--- src/rtl/mem_bus_pkg.sv ---
// Shared types and widths for native valid/ready memory bus masters.
package mem_bus_pkg;
    localparam int MEM_AW = 32;
    localparam int MEM_DW = 32;
    localparam int MEM_SW = 4;
    localparam int LEN_W  = 8;
    localparam int TMR_W  = 16;

    localparam int unsigned DEF_ADDR_INC = 4;

    typedef enum logic [1:0] {
        IDLE = 2'd0,
        BUS  = 2'd1,
        RSP  = 2'd2
    } state_e;
endpackage

--- src/rtl/mem_timeout_ctr.sv ---
// Clear/enable up-counter with a terminal-count flag, used as a per-beat bus timeout.
module mem_timeout_ctr #(
    parameter int          W        = 16,
    parameter int unsigned TERMINAL = 254
) (
    input  logic clk,
    input  logic resetn,
    input  logic clr_i,
    input  logic en_i,
    output logic tc_o
);
    logic [W-1:0] cnt_q, cnt_d;

    // Clear has priority so a new beat always starts counting from zero.
    always_comb begin
        cnt_d = cnt_q;
        if (clr_i)
            cnt_d = '0;
        else if (en_i && !tc_o)
            cnt_d = cnt_q + W'(1);
    end

    always_ff @(posedge clk) begin
        if (!resetn)
            cnt_q <= '0;
        else
            cnt_q <= cnt_d;
    end

    assign tc_o = (cnt_q == W'(TERMINAL));
endmodule

--- src/rtl/mem_initiator.sv ---
// Command-driven initiator: one bus transaction and one response per beat, with per-beat timeout.
module mem_initiator
    import mem_bus_pkg::*;
#(
    parameter int unsigned TIMEOUT_CYCLES = 255,
    parameter int unsigned ADDR_INC       = DEF_ADDR_INC
) (
    input  logic              clk,
    input  logic              resetn,
    input  logic              cmd_valid,
    output logic              cmd_ready,
    input  logic              cmd_write,
    input  logic [MEM_AW-1:0] cmd_addr,
    input  logic [MEM_DW-1:0] cmd_wdata,
    input  logic [MEM_SW-1:0] cmd_wstrb,
    input  logic [LEN_W-1:0]  cmd_len,
    output logic              rsp_valid,
    input  logic              rsp_ready,
    output logic [MEM_DW-1:0] rsp_rdata,
    output logic              rsp_last,
    output logic              rsp_err,
    output logic              mem_valid,
    output logic [MEM_AW-1:0] mem_addr,
    output logic [MEM_DW-1:0] mem_wdata,
    output logic [MEM_SW-1:0] mem_wstrb,
    input  logic              mem_ready,
    input  logic [MEM_DW-1:0] mem_rdata
);
    state_e            state_q, state_d;
    logic              write_q, write_d;
    logic [MEM_AW-1:0] addr_q, addr_d;
    logic [MEM_DW-1:0] wdata_q, wdata_d;
    logic [MEM_SW-1:0] wstrb_q, wstrb_d;
    logic [LEN_W-1:0]  len_q, len_d;
    logic [MEM_DW-1:0] rdata_q, rdata_d;
    logic              last_q, last_d;
    logic              err_q, err_d;
    logic              tmr_tc;

    mem_timeout_ctr #(
        .W        (TMR_W),
        .TERMINAL (TIMEOUT_CYCLES - 1)
    ) u_tmr (
        .clk    (clk),
        .resetn (resetn),
        .clr_i  (state_q != BUS),
        .en_i   (!mem_ready),
        .tc_o   (tmr_tc)
    );

    always_comb begin
        state_d = state_q;
        write_d = write_q;
        addr_d  = addr_q;
        wdata_d = wdata_q;
        wstrb_d = wstrb_q;
        len_d   = len_q;
        rdata_d = rdata_q;
        last_d  = last_q;
        err_d   = err_q;
        case (state_q)
            IDLE: begin
                if (cmd_valid) begin
                    write_d = cmd_write;
                    addr_d  = cmd_addr;
                    wdata_d = cmd_wdata;
                    // Strobes are forced to zero on reads so responders never see a write.
                    wstrb_d = cmd_write ? cmd_wstrb : '0;
                    len_d   = cmd_len;
                    state_d = BUS;
                end
            end
            BUS: begin
                if (mem_ready) begin
                    rdata_d = write_q ? '0 : mem_rdata;
                    err_d   = 1'b0;
                    last_d  = (len_q == '0);
                    state_d = RSP;
                end else if (tmr_tc) begin
                    rdata_d = '0;
                    err_d   = 1'b1;
                    last_d  = 1'b1;
                    state_d = RSP;
                end
            end
            RSP: begin
                if (rsp_ready) begin
                    if (last_q) begin
                        state_d = IDLE;
                    end else begin
                        addr_d  = addr_q + MEM_AW'(ADDR_INC);
                        len_d   = len_q - LEN_W'(1);
                        state_d = BUS;
                    end
                end
            end
            default: state_d = IDLE;
        endcase
    end

    always_ff @(posedge clk) begin
        if (!resetn) begin
            state_q <= IDLE;
            write_q <= 1'b0;
            addr_q  <= '0;
            wdata_q <= '0;
            wstrb_q <= '0;
            len_q   <= '0;
            rdata_q <= '0;
            last_q  <= 1'b0;
            err_q   <= 1'b0;
        end else begin
            state_q <= state_d;
            write_q <= write_d;
            addr_q  <= addr_d;
            wdata_q <= wdata_d;
            wstrb_q <= wstrb_d;
            len_q   <= len_d;
            rdata_q <= rdata_d;
            last_q  <= last_d;
            err_q   <= err_d;
        end
    end

    assign cmd_ready = (state_q == IDLE) && resetn;
    assign mem_valid = (state_q == BUS);
    assign rsp_valid = (state_q == RSP);
    assign mem_addr  = addr_q;
    assign mem_wdata = wdata_q;
    assign mem_wstrb = wstrb_q;
    assign rsp_rdata = rdata_q;
    assign rsp_last  = last_q;
    assign rsp_err   = err_q;
endmodule
--- config.mk ---
export PLATFORM = sky130hd
export DESIGN_NAME = mem_initiator
export DESIGN_NICKNAME = d
export VERILOG_FILES = /design/src/rtl/mem_bus_pkg.sv /design/src/rtl/mem_timeout_ctr.sv /design/src/rtl/mem_initiator.sv
export SDC_FILE = /design/constraint.sdc
export NUM_CORES = 1
export LEC_CHECK = 0
export BUFFER_PORTS_ARGS = -buffer_cell sky130_fd_sc_hd__buf_2
export CAP_MARGIN = 20
export CORE_UTILIZATION = 45
export DETAILED_ROUTE_END_ITERATION = 7
export GPL_TIMING_DRIVEN = 0
export HOLD_SLACK_MARGIN = 0.02
export MAX_ROUTING_LAYER = met4
export PLACE_DENSITY_LB_ADDON = 0.15
export SYNTH_ARGS = -nofsm -noshare
export SYNTH_HDL_FRONTEND = slang
export SYNTH_HIERARCHICAL = 1
export SYNTH_SLANG_ARGS = --single-unit
--- constraint.sdc ---
create_clock -name clk -period 2.3 [get_ports clk]
set_input_delay 0.23 -clock clk [delete_from_list [all_inputs] [get_ports clk]]
set_output_delay 0.23 -clock clk [all_outputs]
set_load 0.1 [all_outputs]
==> run summary, run 1 <==
219 I/O pins were placed. The total overflow left after global routing is 0. The run finished with clean final reports. The synthesized design contains 0 enable-type register cells. Worst flop-to-flop path startpoint: u_tmr/cnt_q[1]$_SDFFE_PP0P_.

The x dimension of the die is 116 um. Dividing total power by cell area gives a power density of 875 nW/um2. The iteration count of the initial detailed-routing pass is 5, and the number of buffers inserted by port buffering is 218.

The logs give 120 ps for the register-to-register setup slack and 36.5% for the sequential group share of total power. In this run the biggest area consumer among cell types represents 44.4% of the synthesized area. Measured in cells, the most critical reg-to-reg path has a length of 7.

Grouping stages by cell kind, the critical path spends the most delay in simple AND/OR/NAND/NOR gates. In the detailed route, the total length drawn on met2 is 8590 um. The portion of the post-synthesis area used by sequential elements is 44.4%, and the number of antenna repair diodes is 0.

From synthesis to final layout, the design area changed by 34.9%. Setup repair after global routing could not meet its margin everywhere. The run gives 848 as the post-synth net total.

CTS built an H-tree with a depth of 4. For the pin with the worst max-slew slack, the measured transition is 693 ps. The share of power burned in the clock network is 39.7%. The switching power as a share of total power was 35.1%; the total count of max-transition violations in the final report was 0. Counting the fill cells in the layout gives 1,182. The logs give 28,700 um for the wire length of the first global-routing pass and 13,200 um for the half-perimeter wire length after placement. The logic gate share of total power is 23.8%. The routed metal-1 wirelength is 8030 um. The number of nets still failing antenna checks after routing is 0, and the final worst-path setup slack is 119 ps. Clock-pin slew was measured on the worst setup and hold paths at 60 ps. The clock arrives with 8.52 ps of skew. Entering global routing, the biggest net connects 17 pins. After the last flow step, the layout net total stands at 1,090. The share of layout cells above drive strength 1 is 32.5%, and the effective utilization at floorplan is 46.1%. The critical path runs through a total of 7 cells. The minimum clock period is 2180 ps. The via count of the first global-routing pass is 5,824.

The tools report the switching power total as 2.41 mW. The run gives 62.2% as the final core utilization. Along the worst hold path, the cell count comes to 3. Synthesis instantiated 61 different standard cells from the library. The tools report the hold-critical path endpoint as mem_wdata[26]$_SDFFE_PN0P_. The initial antenna violation count is 0, and the total of endpoints with negative setup slack in the final report is 0. In this run the worst path has a maximum fanout of 10.

The run gives 41 as the number of rows in the core area. The logs give -370 ps for the minimum setup slack after placement and 28.8% for the overall global routing resource usage. The highest metal layer carrying signal wires in the routed design is met4. The top achievable clock speed is 459 MHz, and the per-cell routed wire length is 16.0 um. The worst-case IR drop observed on VDD is 597 uV. The post-route total power was 6.87 mW. The tools report the via count as 6,368. The logs give 420 ps for the insertion delay to the later sink of the worst-skew pair and 18,400 um for the total detailed-routing wirelength. The startpoint-to-endpoint class of the critical path is reg2reg.

The number of hold buffers added after CTS was 0. The total count of hold-check failures in the final report was 0; the total of max-cap violations was 0. A synthesized cell averages 7.98 um2.

The congestion estimate from routability-driven global placement came to 0.913. The floorplan step defined a die boundary enclosing 13,400 um2. STA classifies the critical path endpoint as a flip-flop. Among all stages on the critical path, the largest delay is contributed by sky130_fd_sc_hd__or4b_4.

For this design the static power due to leakage is 3.34 nW. The number of clock buffers added by TritonCTS is 17. Wire segments on met3 add up to 1450 um in the final route. The path class of the lowest-slack min-delay path was in2reg. The worst setup path is launched from a flip-flop.

The biggest cell delay along the critical path was 510 ps; the core outline area was 12,600 um2. The final critical-path share of the clock period came out at 94.8%. After detailed routing, the number of remaining DRC violations is 0.

The tools report the source of the worst hold timing path as cmd_wdata[26]. Number of buffer and inverter stages on the critical path: 1. The synthesized design spends more area on one cell type than any other, namely sky130_fd_sc_hd__dfxtp_1. The run gives 6 as the number of warnings issued by yosys.

In this run the tightest slew margin relative to its limit is 53.3%. The root buffer cell chosen for the clock tree is sky130_fd_sc_hd__clkbuf_16. Ranked by total cell area, the synthesized netlist is headed by sky130_fd_sc_hd__dfxtp_1 44%, sky130_fd_sc_hd__nand2_1 8.7%, sky130_fd_sc_hd__a21oi_1 8.7%. The critical path goes through ha_1, or4b_4, nor4_4, o21ai_1, clkbuf_1, nand2_1, a21oi_1.

For this block, the initial DRC count from the detailed router was 494. In the synthesized netlist, the number of instances is 729. The clock passes through at most 2 buffers. From bottom edge to top edge, the die measures 116 um.

The cell area that synthesis handed to floorplanning was 5820 um2. The endpoint identified for the worst register-to-register timing path is rsp_rdata[1]$_SDFFE_PN0P_. Total clock sinks: 129.

TritonCTS built the clock tree. For this run, asynchronously set or reset flops after synthesis account for 0%. For this run, the leading register cell type out of synthesis is sky130_fd_sc_hd__dfxtp_1.

Cell internal power was estimated by the tool at 4.45 mW. The post-synthesis sequential element count was 129. The required arrival time at the worst endpoint came out at 2590 ps. The critical path arrival was 2470 ps. In the routed layout, each cell is associated on average with a via count of 5.52.
[flip-flops by register name, summed over array words and instances, names as in the netlist]
signal       count
write_q          1
mem_wstrb        4
mem_addr        32
mem_wdata       32
u_tmr/cnt_q     16
state_q          2
len_q            8
rsp_last         1
rsp_rdata       32
rsp_err          1
[cell usage after synthesis (5+ instances only)]
cell / n
sky130_fd_sc_hd__inv_1: 9
sky130_fd_sc_hd__ha_1: 5
sky130_fd_sc_hd__nand4_1: 12
sky130_fd_sc_hd__o221ai_1: 7
sky130_fd_sc_hd__buf_2: 9
sky130_fd_sc_hd__buf_1: 6
sky130_fd_sc_hd__a311oi_1: 8
sky130_fd_sc_hd__nor2_1: 45
sky130_fd_sc_hd__nor4_1: 8
sky130_fd_sc_hd__nand2b_1: 8
sky130_fd_sc_hd__a21oi_1: 101
sky130_fd_sc_hd__nand3_1: 53
sky130_fd_sc_hd__or3_1: 6
sky130_fd_sc_hd__o21ai_0: 30
sky130_fd_sc_hd__nand2_1: 135
sky130_fd_sc_hd__a31oi_1: 7
sky130_fd_sc_hd__clkbuf_1: 34
sky130_fd_sc_hd__and3_1: 5
sky130_fd_sc_hd__o22ai_1: 7
sky130_fd_sc_hd__nor3_1: 13
sky130_fd_sc_hd__dfxtp_1: 129
sky130_fd_sc_hd__a211oi_1: 20
sky130_fd_sc_hd__and4_1: 6
[layer usage]
metal	global-route usage (%)	up-vias
met5	-	-
li1	-	3117
met2	45.1	272
met4	11.0	0
met1	35.1	2943
met3	8.53	36
[power groups by stage]
| stage | Clock [mW] | Sequential, mW | Combinational [mW] |
|---|---|---|---|
| after global routing | 2.87 | 2.52 | 1.73 |
| after detailed placement | 0 | 2.55 | 1.61 |
| after floorplan | 0 | 3.35 | 0.445 |
| final | 2.72 | 2.51 | 1.64 |
| after CTS | 2.76 | 2.50 | 1.63 |
| after global placement | 0 | 2.54 | 1.61 |
[worst register-to-register path, cell delays in order, from the launching register on]
cell and delay, ps:
sky130_fd_sc_hd__dfxtp_1 410, sky130_fd_sc_hd__ha_1 200, sky130_fd_sc_hd__or4b_4 510, sky130_fd_sc_hd__nor4_4 190, sky130_fd_sc_hd__o21ai_1 220, sky130_fd_sc_hd__clkbuf_1 300
sky130_fd_sc_hd__nand2_1 150, sky130_fd_sc_hd__a21oi_1 80
[cell type report]
type	count	area [um2]	area share, %
Sequential cell	129	2620	33.4
Timing Repair Buffer	223	1130	14.4
Clock buffer	19	453	5.77
Inverter	10	37.5	0.478
Multi-Input combinational cell	540	3030	38.6
Buffer	50	223	2.84
Clock inverter	10	136	1.74
Tap cell	172	215	2.74
[repair_timing]
item,4_1_cts,5_1_grt
buffers inserted,2,3
resized for setup,9,11
pin swaps,1,1
setup endpoints to repair,49,38
[logic make-up after synthesis]
group	share of synthesized area, %
XOR/XNOR	1.20
buffers and inverters	4.20
flip-flops	44.4
adder cells (fa/ha/maj)	1.08
AND/OR/NAND/NOR	27.6
AO/OA/AOI/OAI	20.9
multiplexers	0.688
[metrics by stage]
step	std cells	setup TNS, ps	hold WS (ps)	cell area [um2]
after floorplan	729	0	326	5860
after global placement	1119	-10360	436	7160
after detailed placement	1119	-11180	441	7160
after CTS	1150	0	27.8	7790
after global routing	1153	-15.1	33.1	7850
final	1153	0	41.3	7850
[how the worst max path moves through the flow]
stage	start	endpoint
global placement	u_tmr/cnt_q[1]$_SDFFE_PP0P_	rsp_rdata[16]$_SDFFE_PN0P_
detailed placement	u_tmr/cnt_q[1]$_SDFFE_PP0P_	rsp_rdata[22]$_SDFFE_PN0P_
floorplan	state_q[0]$_SDFFE_PN0P_	mem_addr[12]$_SDFFE_PN0P_
CTS	u_tmr/cnt_q[1]$_SDFFE_PP0P_	rsp_rdata[22]$_SDFFE_PN0P_
global route	u_tmr/cnt_q[1]$_SDFFE_PP0P_	rsp_rdata[5]$_SDFFE_PN0P_
finish	u_tmr/cnt_q[1]$_SDFFE_PP0P_	rsp_rdata[1]$_SDFFE_PN0P_
[placed cells by master, fill, tap and decap left out, types with 17 or more instances in the layout]
cell	count
sky130_fd_sc_hd__buf_2	224
sky130_fd_sc_hd__nand2_1	134
sky130_fd_sc_hd__dfxtp_1	105
sky130_fd_sc_hd__a21oi_1	100
sky130_fd_sc_hd__nand3_1	53
sky130_fd_sc_hd__nor2_1	43
sky130_fd_sc_hd__clkbuf_1	31
sky130_fd_sc_hd__o21ai_0	30
sky130_fd_sc_hd__dfxtp_2	22
sky130_fd_sc_hd__a211oi_1	20
sky130_fd_sc_hd__clkbuf_16	17
(Power assumes the default switching activity.)
==> inputs of run 2 (changes only) <==
- MAX_ROUTING_LAYER: met4 -> not set
==> run summary, run 2 (same netlist as run 1, synthesis figures left out) <==
The minimum clock period is 2180 ps (-5.80 ps). The total CTS buffers was 17 (unchanged); the core outline area was 12,600 um2 (unchanged). The ratio of total power to cell area came out at 874 nW/um2 (-0.12%). The initial antenna violation count came out at 0 (unchanged). The final critical-path share of the clock period is 94.6% (-0.25 points). The number of violations reported at the end of detailed-routing iteration 0 is 503 (+1.8%). The number of fill cells was 1,182 (unchanged). The measured slew at the worst slew-check pin was 699 ps (+5.69 ps); the half-perimeter wire length after placement was 13,200 um (unchanged).

The iteration count of the initial detailed-routing pass was 5 (unchanged); the largest clock skew in the final design was 8.14 ps (-0.374 ps). The run gives 2640 ps (+50 ps) as the required arrival time at the worst endpoint. The via count of the first global-routing pass is 5,819 (-0.086%), and the relative slew slack is 53.0% (-0.38 points). The share of layout cells above drive strength 1 came out at 32.5% (unchanged). The post-route cell area came out at 7850 um2 (unchanged). The logs give 27.9% (-0.91 points) for the overall global routing resource usage and 0 (unchanged) for the number of nets still failing antenna checks after routing. The tools report the sequential group share of total power as 36.5% (about the same). The total detailed-routing wirelength is 18,400 um (about the same), and the wire length of the first global-routing pass is 28,700 um (about the same). Traced cell by cell, the critical path runs through ha_1, or4b_4, nor4_4, nor2_2, nor2_4, buf_4, nand3_1, a21oi_1. For the total of max-cap violations, the log shows 0 (unchanged). Per-cell routed wire length: 16.0 um (about the same).

The tools report the area enclosed by the die boundary as 13,400 um2 (unchanged). The worst setup path is captured at a flip-flop. The maximum buffer depth of the clock tree is 2 (unchanged). Commonest non-fill, non-tap cell in the layout: sky130_fd_sc_hd__buf_2.

The count of placed standard cells in the final layout, fillers left out is 1,153 (unchanged). Leaving out fill and tap cells, the most frequent cells in the layout are 224 x sky130_fd_sc_hd__buf_2, 134 x sky130_fd_sc_hd__nand2_1, 105 x sky130_fd_sc_hd__dfxtp_1. The logs give 7160 um2 (unchanged) for the placement-stage cell area and 2.40 mW (-0.35%) for the switching power total. The critical path arrival came out at 2520 ps (+50 ps).

The number of buffers inserted by port buffering is 218 (unchanged). The run gives 41 (unchanged) as the number of rows in the core area. The tools report the total count of hold-check failures in the final report as 0 (unchanged).

The effective utilization at floorplan was 46.1% (unchanged). The cell depth of the worst flop-to-flop path is 8 (+1), and the insertion delay to the later sink of the worst-skew pair is 420 ps (about the same). The number of instances on the worst hold path works out to 3 (unchanged). The switching power as a share of total power came out at 35.1% (-0.080 points).

The worst-path maximum fanout is 10 (unchanged). The logic gate share of total power is 23.9% (about the same), and the leakage power is 3.34 nW (unchanged). Setup repair after global routing could not meet its margin everywhere. The share of power burned in the clock network is 39.6% (about the same), and the final core utilization is 62.2% (unchanged).

The logs give 17 (unchanged) for the largest net degree at the start of global routing and 43.7 ps (+2.43 ps) for the minimum hold slack. The number of antenna repair diodes was 0 (unchanged); the ratio of routed vias to standard cells was 5.51 (-0.30%). The total clock sinks was 129 (unchanged).

The logs give 219 (unchanged) for the number of placed I/O pins and 596 uV (-0.14%) for the worst IR drop on VDD. The startpoint-to-endpoint class of the critical path is reg2reg. TritonCTS built the clock tree. The run gives 1,090 (unchanged) as the final net count. The worst hold path belongs to the class in2reg.

The tools report the CTS root buffer as sky130_fd_sc_hd__clkbuf_16. The run finished with clean final reports. The internal power consumption was 4.45 mW (about the same); the clock transition at the registers of the reported paths was 60 ps (about the same). Instance count after placement with tap cells included: 1,119 (unchanged). Total DRC errors in the routed layout: 0 (unchanged). The number of H-tree branching levels came out at 4 (unchanged). The x dimension of the die was 116 um (unchanged). The via count is 6,349 (-0.30%), and the overall overflow remaining after global route is 0 (unchanged). For this design, the slowest cell found on the critical path is sky130_fd_sc_hd__or4b_4. The height of the die was 116 um (unchanged); the top achievable clock speed was 460 MHz (+0.27%). The biggest cell delay along the critical path works out to 510 ps (about the same). The worst setup path is launched from a flip-flop. The tools report the total count of max-transition violations in the final report as 0 (unchanged). The routability-driven placement congestion ratio came out at 0.898 (-1.7%). The total of endpoints with negative setup slack in the final report was 0 (unchanged); the layout overhead on the synthesized area was 34.9% (unchanged).
## run 2: cell counts in the layout (fill, tap and decap cells not counted)
Identical to the previous run, type by type.
## run 2: power by group through the flow
| stage | Combinational, mW | Sequential, mW | Clock, mW |
|---|---|---|---|
| floorplan | 0.445 | 3.35 | 0 |
| global placement | 1.61 | 2.54 | 0 |
| detailed placement | 1.61 | 2.55 | 0 |
| CTS | 1.63 | 2.50 | 2.76 |
| global route | 1.73 | 2.52 | 2.87 |
| finish | 1.64 | 2.51 | 2.71 |
## run 2: metal layers
metal / track usage, % / vias up / part of all wire (%)
met5: 0 / - / 0
met1: 34.2 / 2908 / 42
li1: - / 3111 / -
met3: 9.68 / 28 / 9.1
met2: 45.1 / 302 / 47
met4: 11.0 / 0 / 1.6
## run 2: path summary, 6_finish.rpt
path | slack [ps] | to | startpoint
min | 40 | mem_wdata[7]$_SDFFE_PN0P_ | cmd_wdata[7]
min reg2reg | 450 | rsp_rdata[19]$_SDFFE_PN0P_ | rsp_rdata[19]$_SDFFE_PN0P_
max reg2reg | 120 | rsp_rdata[5]$_SDFFE_PN0P_ | u_tmr/cnt_q[1]$_SDFFE_PP0P_
max | 120 | rsp_rdata[5]$_SDFFE_PN0P_ | u_tmr/cnt_q[1]$_SDFFE_PP0P_
## run 2: layout make-up
cell class	count	area, um2	share of cell area [%]
inverter	10	37.5	0.478
clock inverter	10	136	1.74
sequential	129	2620	33.4
multi-input combinational	540	3030	38.6
buffer	50	223	2.84
tap	172	215	2.74
timing repair buffer	223	1130	14.4
clock buffer	19	453	5.77
## run 2: worst max-delay path: cells and delay by family (launching register included)
family / cells / cell delay [ps]
flops: 1 / 410
simple gates: 5 / 1090
compound gates: 1 / 180
buf+inv: 1 / 210
fa+ha+maj: 1 / 200
## run 2: through the flow
stage / power, mW / TNS (ps) / worst slack [ps]
2_1_floorplan: 3.79 / 0 / 4.82
3_3_place_gp: 4.15 / -10360 / -357
3_5_place_dp: 4.16 / -11180 / -370
4_1_cts: 6.89 / 0 / 11.0
5_1_grt: 7.12 / -15.0 / -15.0
6_report: 6.86 / 0 / 125
## run 2: repair_timing
action,CTS,global route
gates resized for setup,9,11
gates cloned,0,0
hold buffers,0,0
buffers inserted,2,3
setup endpoints to repair,49,38
pin swaps,1,1
